[src/rtl/tonos_pkg.sv]
// Shared definitions for the polyphonic tone generator.
//   TABLA_DIV  half-period counts at 50 MHz for C4..B4
//   DIV_MIN    smallest usable half period (after the octave shift)
//   estado_t   per-channel state
//   div_tecla  key index + octave -> half-period divisor
package tonos_pkg;

    localparam int          N_TABLA   = 7;
    localparam int unsigned TABLA_DIV [N_TABLA] =
        '{95555, 85132, 75844, 71586, 63776, 56818, 50620};
    localparam int unsigned TABLA_MAX = 95555;
    localparam int unsigned DIV_MIN   = 2;

    typedef enum logic [1:0] {
        IDLE,
        ALTO_PEND,
        SONANDO
    } estado_t;

    // Keys past the seventh wrap around onto the same seven notes.
    function automatic int unsigned div_tecla(input logic [3:0] tecla,
                                              input logic [1:0] oct);
        logic [3:0]  idx;
        int unsigned d;
        idx = tecla;
        if (idx >= 4'd7) idx = idx - 4'd7;
        if (idx >= 4'd7) idx = idx - 4'd7;
        d = TABLA_DIV[idx[2:0]] >> oct;
        if (d < DIV_MIN) d = DIV_MIN;
        return d;
    endfunction

endpackage

[src/rtl/canal_tono.sv]
// One square-wave tone channel.
//   clk, reset  system clock, async active-low reset
//   pet_vld     a key is assigned to this channel
//   pet_div     half-period of the requested tone
//   salida      square wave
//   activo      high while a tone is being produced
// A period is a low phase followed by a high phase; the requested divisor
// is only sampled at the falling edge that closes a period, so every
// emitted period is whole and retuning never produces a short pulse.
module canal_tono
    import tonos_pkg::*;
#(
    parameter int ANCHO_DIV = 21
) (
    input  logic                 clk,
    input  logic                 reset,
    input  logic                 pet_vld,
    input  logic [ANCHO_DIV-1:0] pet_div,
    output logic                 salida,
    output logic                 activo
);

    estado_t              estado_q, estado_d;
    logic [ANCHO_DIV-1:0] cnt_q, cnt_d;
    logic [ANCHO_DIV-1:0] div_q, div_d;
    logic                 out_q, out_d;
    logic                 fin_fase;

    always_comb begin
        estado_d = estado_q;
        cnt_d    = cnt_q;
        div_d    = div_q;
        out_d    = out_q;
        fin_fase = (cnt_q == div_q - 1'b1);
        case (estado_q)
            IDLE: begin
                if (pet_vld) begin
                    estado_d = ALTO_PEND;
                    div_d    = pet_div;
                    cnt_d    = '0;
                    out_d    = 1'b0;
                end
            end
            // First low phase: a released key aborts before any pulse.
            ALTO_PEND: begin
                if (!pet_vld) begin
                    estado_d = IDLE;
                    cnt_d    = '0;
                    out_d    = 1'b0;
                end else if (fin_fase) begin
                    estado_d = SONANDO;
                    cnt_d    = '0;
                    out_d    = 1'b1;
                end else begin
                    cnt_d = cnt_q + 1'b1;
                end
            end
            SONANDO: begin
                if (fin_fase) begin
                    cnt_d = '0;
                    if (out_q) begin
                        // Period boundary: retune or stop.
                        out_d = 1'b0;
                        if (pet_vld) div_d    = pet_div;
                        else         estado_d = IDLE;
                    end else begin
                        out_d = 1'b1;
                    end
                end else begin
                    cnt_d = cnt_q + 1'b1;
                end
            end
            default: begin
                estado_d = IDLE;
                cnt_d    = '0;
                out_d    = 1'b0;
            end
        endcase
    end

    always_ff @(posedge clk or negedge reset) begin
        if (!reset) begin
            estado_q <= IDLE;
            cnt_q    <= '0;
            div_q    <= '0;
            out_q    <= 1'b0;
        end else begin
            estado_q <= estado_d;
            cnt_q    <= cnt_d;
            div_q    <= div_d;
            out_q    <= out_d;
        end
    end

    assign salida = out_q;
    assign activo = (estado_q != IDLE);

endmodule

[src/rtl/generador_tonos_poli.sv]
// Polyphonic square-wave tone generator.
//   clk             system clock (50 MHz)
//   reset           async active-low reset
//   teclas          raw key levels (asynchronous)
//   octava          octave shift, halves the half period per step
//   salida_canales  one square wave per channel
//   canal_activo    channel is producing a tone
//   clk_out         channel 0 output, for the single-voice top level
// Channel c plays the (c+1)-th lowest pressed key; extra keys are dropped.
module generador_tonos_poli
    import tonos_pkg::*;
#(
    parameter int N_TECLAS  = 7,
    parameter int N_CANALES = 2,
    parameter int ANCHO_DIV = 21
) (
    input  logic                 clk,
    input  logic                 reset,
    input  logic [N_TECLAS-1:0]  teclas,
    input  logic [1:0]           octava,
    output logic [N_CANALES-1:0] salida_canales,
    output logic [N_CANALES-1:0] canal_activo,
    output logic                 clk_out
);

    if ((TABLA_MAX >> ANCHO_DIV) != 0) begin : g_chk_ancho
        $error("ANCHO_DIV too narrow for the largest divisor");
    end
    if (N_TECLAS < 1 || N_TECLAS > 16) begin : g_chk_teclas
        $error("N_TECLAS must be 1..16");
    end
    if (N_CANALES < 1 || N_CANALES > 4) begin : g_chk_canales
        $error("N_CANALES must be 1..4");
    end

    logic [N_TECLAS-1:0] teclas_s1_q, teclas_s1_d;
    logic [N_TECLAS-1:0] teclas_s2_q, teclas_s2_d;
    logic [1:0]          oct_s1_q, oct_s1_d;
    logic [1:0]          oct_s2_q, oct_s2_d;

    logic [N_CANALES-1:0]                pet_vld;
    logic [N_CANALES-1:0][ANCHO_DIV-1:0] pet_div;

    always_comb begin
        teclas_s1_d = teclas;
        teclas_s2_d = teclas_s1_q;
        oct_s1_d    = octava;
        oct_s2_d    = oct_s1_q;
    end

    always_ff @(posedge clk or negedge reset) begin
        if (!reset) begin
            teclas_s1_q <= '0;
            teclas_s2_q <= '0;
            oct_s1_q    <= '0;
            oct_s2_q    <= '0;
        end else begin
            teclas_s1_q <= teclas_s1_d;
            teclas_s2_q <= teclas_s2_d;
            oct_s1_q    <= oct_s1_d;
            oct_s2_q    <= oct_s2_d;
        end
    end

    // k-th set bit: walk keys low to high, handing each pressed key to the
    // channel whose index equals the number of pressed keys seen so far.
    always_comb begin
        int n_pulsadas;
        pet_vld    = '0;
        pet_div    = '0;
        n_pulsadas = 0;
        for (int k = 0; k < N_TECLAS; k++) begin
            if (teclas_s2_q[k]) begin
                for (int c = 0; c < N_CANALES; c++) begin
                    if (n_pulsadas == c) begin
                        pet_vld[c] = 1'b1;
                        pet_div[c] = ANCHO_DIV'(div_tecla(4'(k), oct_s2_q));
                    end
                end
                n_pulsadas = n_pulsadas + 1;
            end
        end
    end

    for (genvar c = 0; c < N_CANALES; c++) begin : g_canal
        canal_tono #(
            .ANCHO_DIV(ANCHO_DIV)
        ) u_canal (
            .clk    (clk),
            .reset  (reset),
            .pet_vld(pet_vld[c]),
            .pet_div(pet_div[c]),
            .salida (salida_canales[c]),
            .activo (canal_activo[c])
        );
    end

    assign clk_out = salida_canales[0];

endmodule

[config.mk]
export PLATFORM = sky130hd
export DESIGN_NAME = generador_tonos_poli
export DESIGN_NICKNAME = d
export VERILOG_FILES = /design/src/rtl/tonos_pkg.sv /design/src/rtl/canal_tono.sv /design/src/rtl/generador_tonos_poli.sv
export SDC_FILE = /design/constraint.sdc
export NUM_CORES = 1
export LEC_CHECK = 0
export BUFFER_PORTS_ARGS = -buffer_cell sky130_fd_sc_hd__buf_2
export CORE_AREA = 2 2 148 121
export DETAILED_ROUTE_END_ITERATION = 8
export DIE_AREA = 0 0 150 123
export PLACE_DENSITY = 0.73
export SLEW_MARGIN = 20
export SYNTH_ARGS = -nofsm -noshare
export SYNTH_HDL_FRONTEND = slang
export SYNTH_SLANG_ARGS = --single-unit
[constraint.sdc]
create_clock -name clk -period 6.5 [get_ports clk]
set_input_delay 0.325 -clock clk [delete_from_list [all_inputs] [get_ports clk]]
set_output_delay 0.325 -clock clk [all_outputs]
set_load 0.05 [all_outputs]
==> impl_metrics.json <==
{
  "portBuffers": 15,
  "use_met3": 0.0435,
  "seq_area_frac_synth": 0.298,
  "critical_path.startpoint_type": "flop",
  "syn_to_final_growth_pct": 4.60,
  "tns_ns": 0,
  "grt_pass1_vias": 6757,
  "rows": 43,
  "use_met2": 0.342,
  "ant_nets": 0,
  "fp.dieArea_um2": 18500,
  "die_width_um": 150,
  "clk_latency_ns": 0.36,
  "syn_area_um2": 8400,
  "arrival_ns": 6.15,
  "drt-pass1-iter-count": 6,
  "die_h_um": 123,
  "root_buffer": "clkbuf_16",
  "timing.final.crit_period_ns": 5.92,
  "hpwl_um": 14900,
  "clock.fmax_mhz": 169,
  "cp_num_buf_inv": 4,
  "maxCapViolCount": 0,
  "antenna_found_initial": 0,
  "synthSimpleGateAreaFrac": 0.231,
  "r2r-start": "teclas_s2_q[0]",
  "vias_per_cell": 6.41,
  "grt_pass1_wl_um": 35400,
  "critPathMaxStageDelay_ns": 0.70,
  "worstSetupPathType": "flop to flop",
  "final.period_utilization": 0.911,
  "place_ws_ns": 0.669,
  "synth_compound_area_frac": 0.250,
  "ys_ff_latch": 100,
  "grt_most_used_layer": "met1",
  "synth_edf_count": 0,
  "critPathCaptureType": "flop",
  "synth_top_family_by_area": "compound AO/OA/AOI/OAI gates",
  "synth_warnings": 0,
  "final_nets": 1006,
  "initial_core_util": 0.494,
  "boundaryPins": 16,
  "grt_use_met1": 0.363,
  "cts_made_buffers": 9,
  "setup_viol": 0,
  "drc": 0,
  "drive_gt1_frac": 0.0970,
  "wl_per_cell_um": 18.0,
  "yosys-mux-area-fraction": 0.0574,
  "routabilityCongestion": 0.927,
  "peakVddDrop_uv": 168,
  "cp.required_ns": 6.73,
  "grt_overflow_total": 0,
  "setup_slack_ns": 0.581,
  "ys.flop_type": "dfrtp_1",
  "synth_area_leaders": "dfrtp_1 (30%), ha_1 (4.3%), nand2_1 (4.0%)",
  "vias": 7655,
  "grt_max_degree": 59,
  "pwr_density_cell_nw_per_um2": 332,
  "hold_violations": 0,
  "avgSynthCellArea_um2": 8.28,
  "relSlewSlack": 0.333,
  "clk_path_buf_depth": 2,
  "async_flop_share": 1.00,
  "cts_max_level": 3,
  "synth_fa_ha_area_frac": 0.0432,
  "worstPathCellList": "inv_1 -> ha_1 -> nand2_1 -> o21ai_0 -> inv_1 -> ha_1 -> and2_1 -> or2_2 -> inv_1 -> ha_1 -> nor2b_1 -> nor2_1 -> ha_1 -> nand2_1 -> nand2_1 -> a21o_1 -> o32ai_2 -> nor4_4 -> buf_4 -> nor2b_1 -> nand3_1 -> o311ai_0",
  "cts_tree": "yes",
  "path_clk_slew_ns": 0.08,
  "routed_wl_um": 21400,
  "netlist.area_leader.share": 0.298,
  "core_area_um2": 17000,
  "critPathTopFamily": "simple AND/OR/NAND/NOR gates",
  "critPathLaunch": "teclas_s2_q[0]",
  "hp-start": "teclas[5]",
  "synth_xor_xnor_area_share": 0.0460,
  "slowest_stage": "dfrtp_1",
  "cpMostUsedCell": "ha_1",
  "leakage_uw": 0.00336,
  "antenna_cells": 0,
  "rsz0062_at_grt": "false",
  "syn-num-nets": 1054,
  "drtIter0Drc": 840,
  "nFillCells": 1610,
  "yosysMostFrequentCell": "dfrtp_1",
  "synthesis.instances": 1014,
  "grt_use_total": 0.237,
  "worstHoldPathType": "input port to flop",
  "slew_viol_final": 0,
  "fin_skew_ns": 0.0142,
  "seq_area_um2": 2500,
  "multi_input_area_um2": 5310,
  "status": "complete, no violations",
  "clkSinkCount": 100,
  "tightest_slew_ns": 0.976,
  "synth.distinct_cells": 84,
  "synth_top_area_cell": "dfrtp_1",
  "critPathMaxFanout": 28,
  "synth_common_cells": "dfrtp_1 (100), nand2_1 (89), clkbuf_1 (70)"
}
per-layer routing:
metal  up-vias  wire length [µm]
li1       3696                 -
met3        15              1440
met2       287              9130
met4         0               222
met5         -                 0
met1      3657             10700
sequential cells by signal, indices dropped and copies added (netlist names):
signal	flops
oct_s1_q	2
g_canal.u_canal.estado_q	4
oct_s2_q	2
g_canal.u_canal.div_q	34
g_canal.u_canal.cnt_q	42
teclas_s1_q	7
teclas_s2_q	7
g_canal.u_canal.salida	2
area by class of cell:
class / instances / area share
sequential: 100 / 0.285
clock buffer: 11 / 0.0288
multi-input combinational: 765 / 0.604
clock inverter: 3 / 0.00256
inverter: 59 / 0.0252
tap: 225 / 0.0320
timing repair buffer: 31 / 0.0228
path summary, 6_finish.rpt:
path	endpoint	slack, ns	depth (start not counted)
max in group asynchronous	g_canal[1].u_canal.div_q[5]	4.80	3
setup / recovery	g_canal[1].u_canal.cnt_q[13]	0.58	22
min in group asynchronous	g_canal[1].u_canal.cnt_q[6]	0.53	2
hold reg to reg	teclas_s2_q[6]	0.34	0
hold / removal	teclas_s1_q[5]	0.07	1
setup reg to reg	g_canal[1].u_canal.cnt_q[13]	0.58	22
repair_timing:
item / 4_1_cts / 5_1_grt
setup endpoints to repair: 0 / 1
resized for setup: 0 / 0
endpoints found under the hold margin: 22 / 0
hold buffers: 1 / 0
setup buffers: 0 / 3
report_power, final:
part	switching, µW	leakage, µW	internal, µW
sequential	224	0.00130	744
clock	252	0.000138	278
combinational	809	0.00193	612
placed cells by master, fill, tap and decap left out, drive strengths merged, types with 14 or more instances in the layout:
master | netlist | layout
or4 | 19 | 19
ha | 29 | 29
o22ai | 22 | 22
nand2b | 16 | 16
mux2i | 14 | 14
or3 | 16 | 16
mux2 | 28 | 28
nand2 | 89 | 89
a211oi | 28 | 28
nor4 | 20 | 20
and3 | 16 | 16
nand4 | 18 | 18
buf | 20 | 30
nand3 | 45 | 45
xnor2 | 29 | 29
inv | 59 | 60
nor2 | 55 | 55
a21oi | 38 | 38
nor3 | 25 | 25
dfrtp | 100 | 100
o21ai | 55 | 55
logic make-up after synthesis:
group,count (synthesis)
compound gates,290
xor+xnor,41
fa+ha+maj,29
buf+inv,149
flops,100
mux,42
simple gates,363
stage by stage:
stage / cells / util / hold WS [ns] / area [µm²] / power [µW]
after floorplan: 1014 / - / 0.0294 / 8400 / 2070
after global placement: 1176 / 0.499 / 0.332 / 8480 / 2330
after detailed placement: 1176 / 0.499 / 0.336 / 8480 / 2350
after CTS: 1191 / 0.515 / 0.0599 / 8760 / 2890
after global routing: 1194 / 0.517 / 0.0539 / 8790 / 3110
final: 1194 / 0.517 / 0.0701 / 8790 / 2920
No activity file was read; power rests on OpenSTA's default activity.
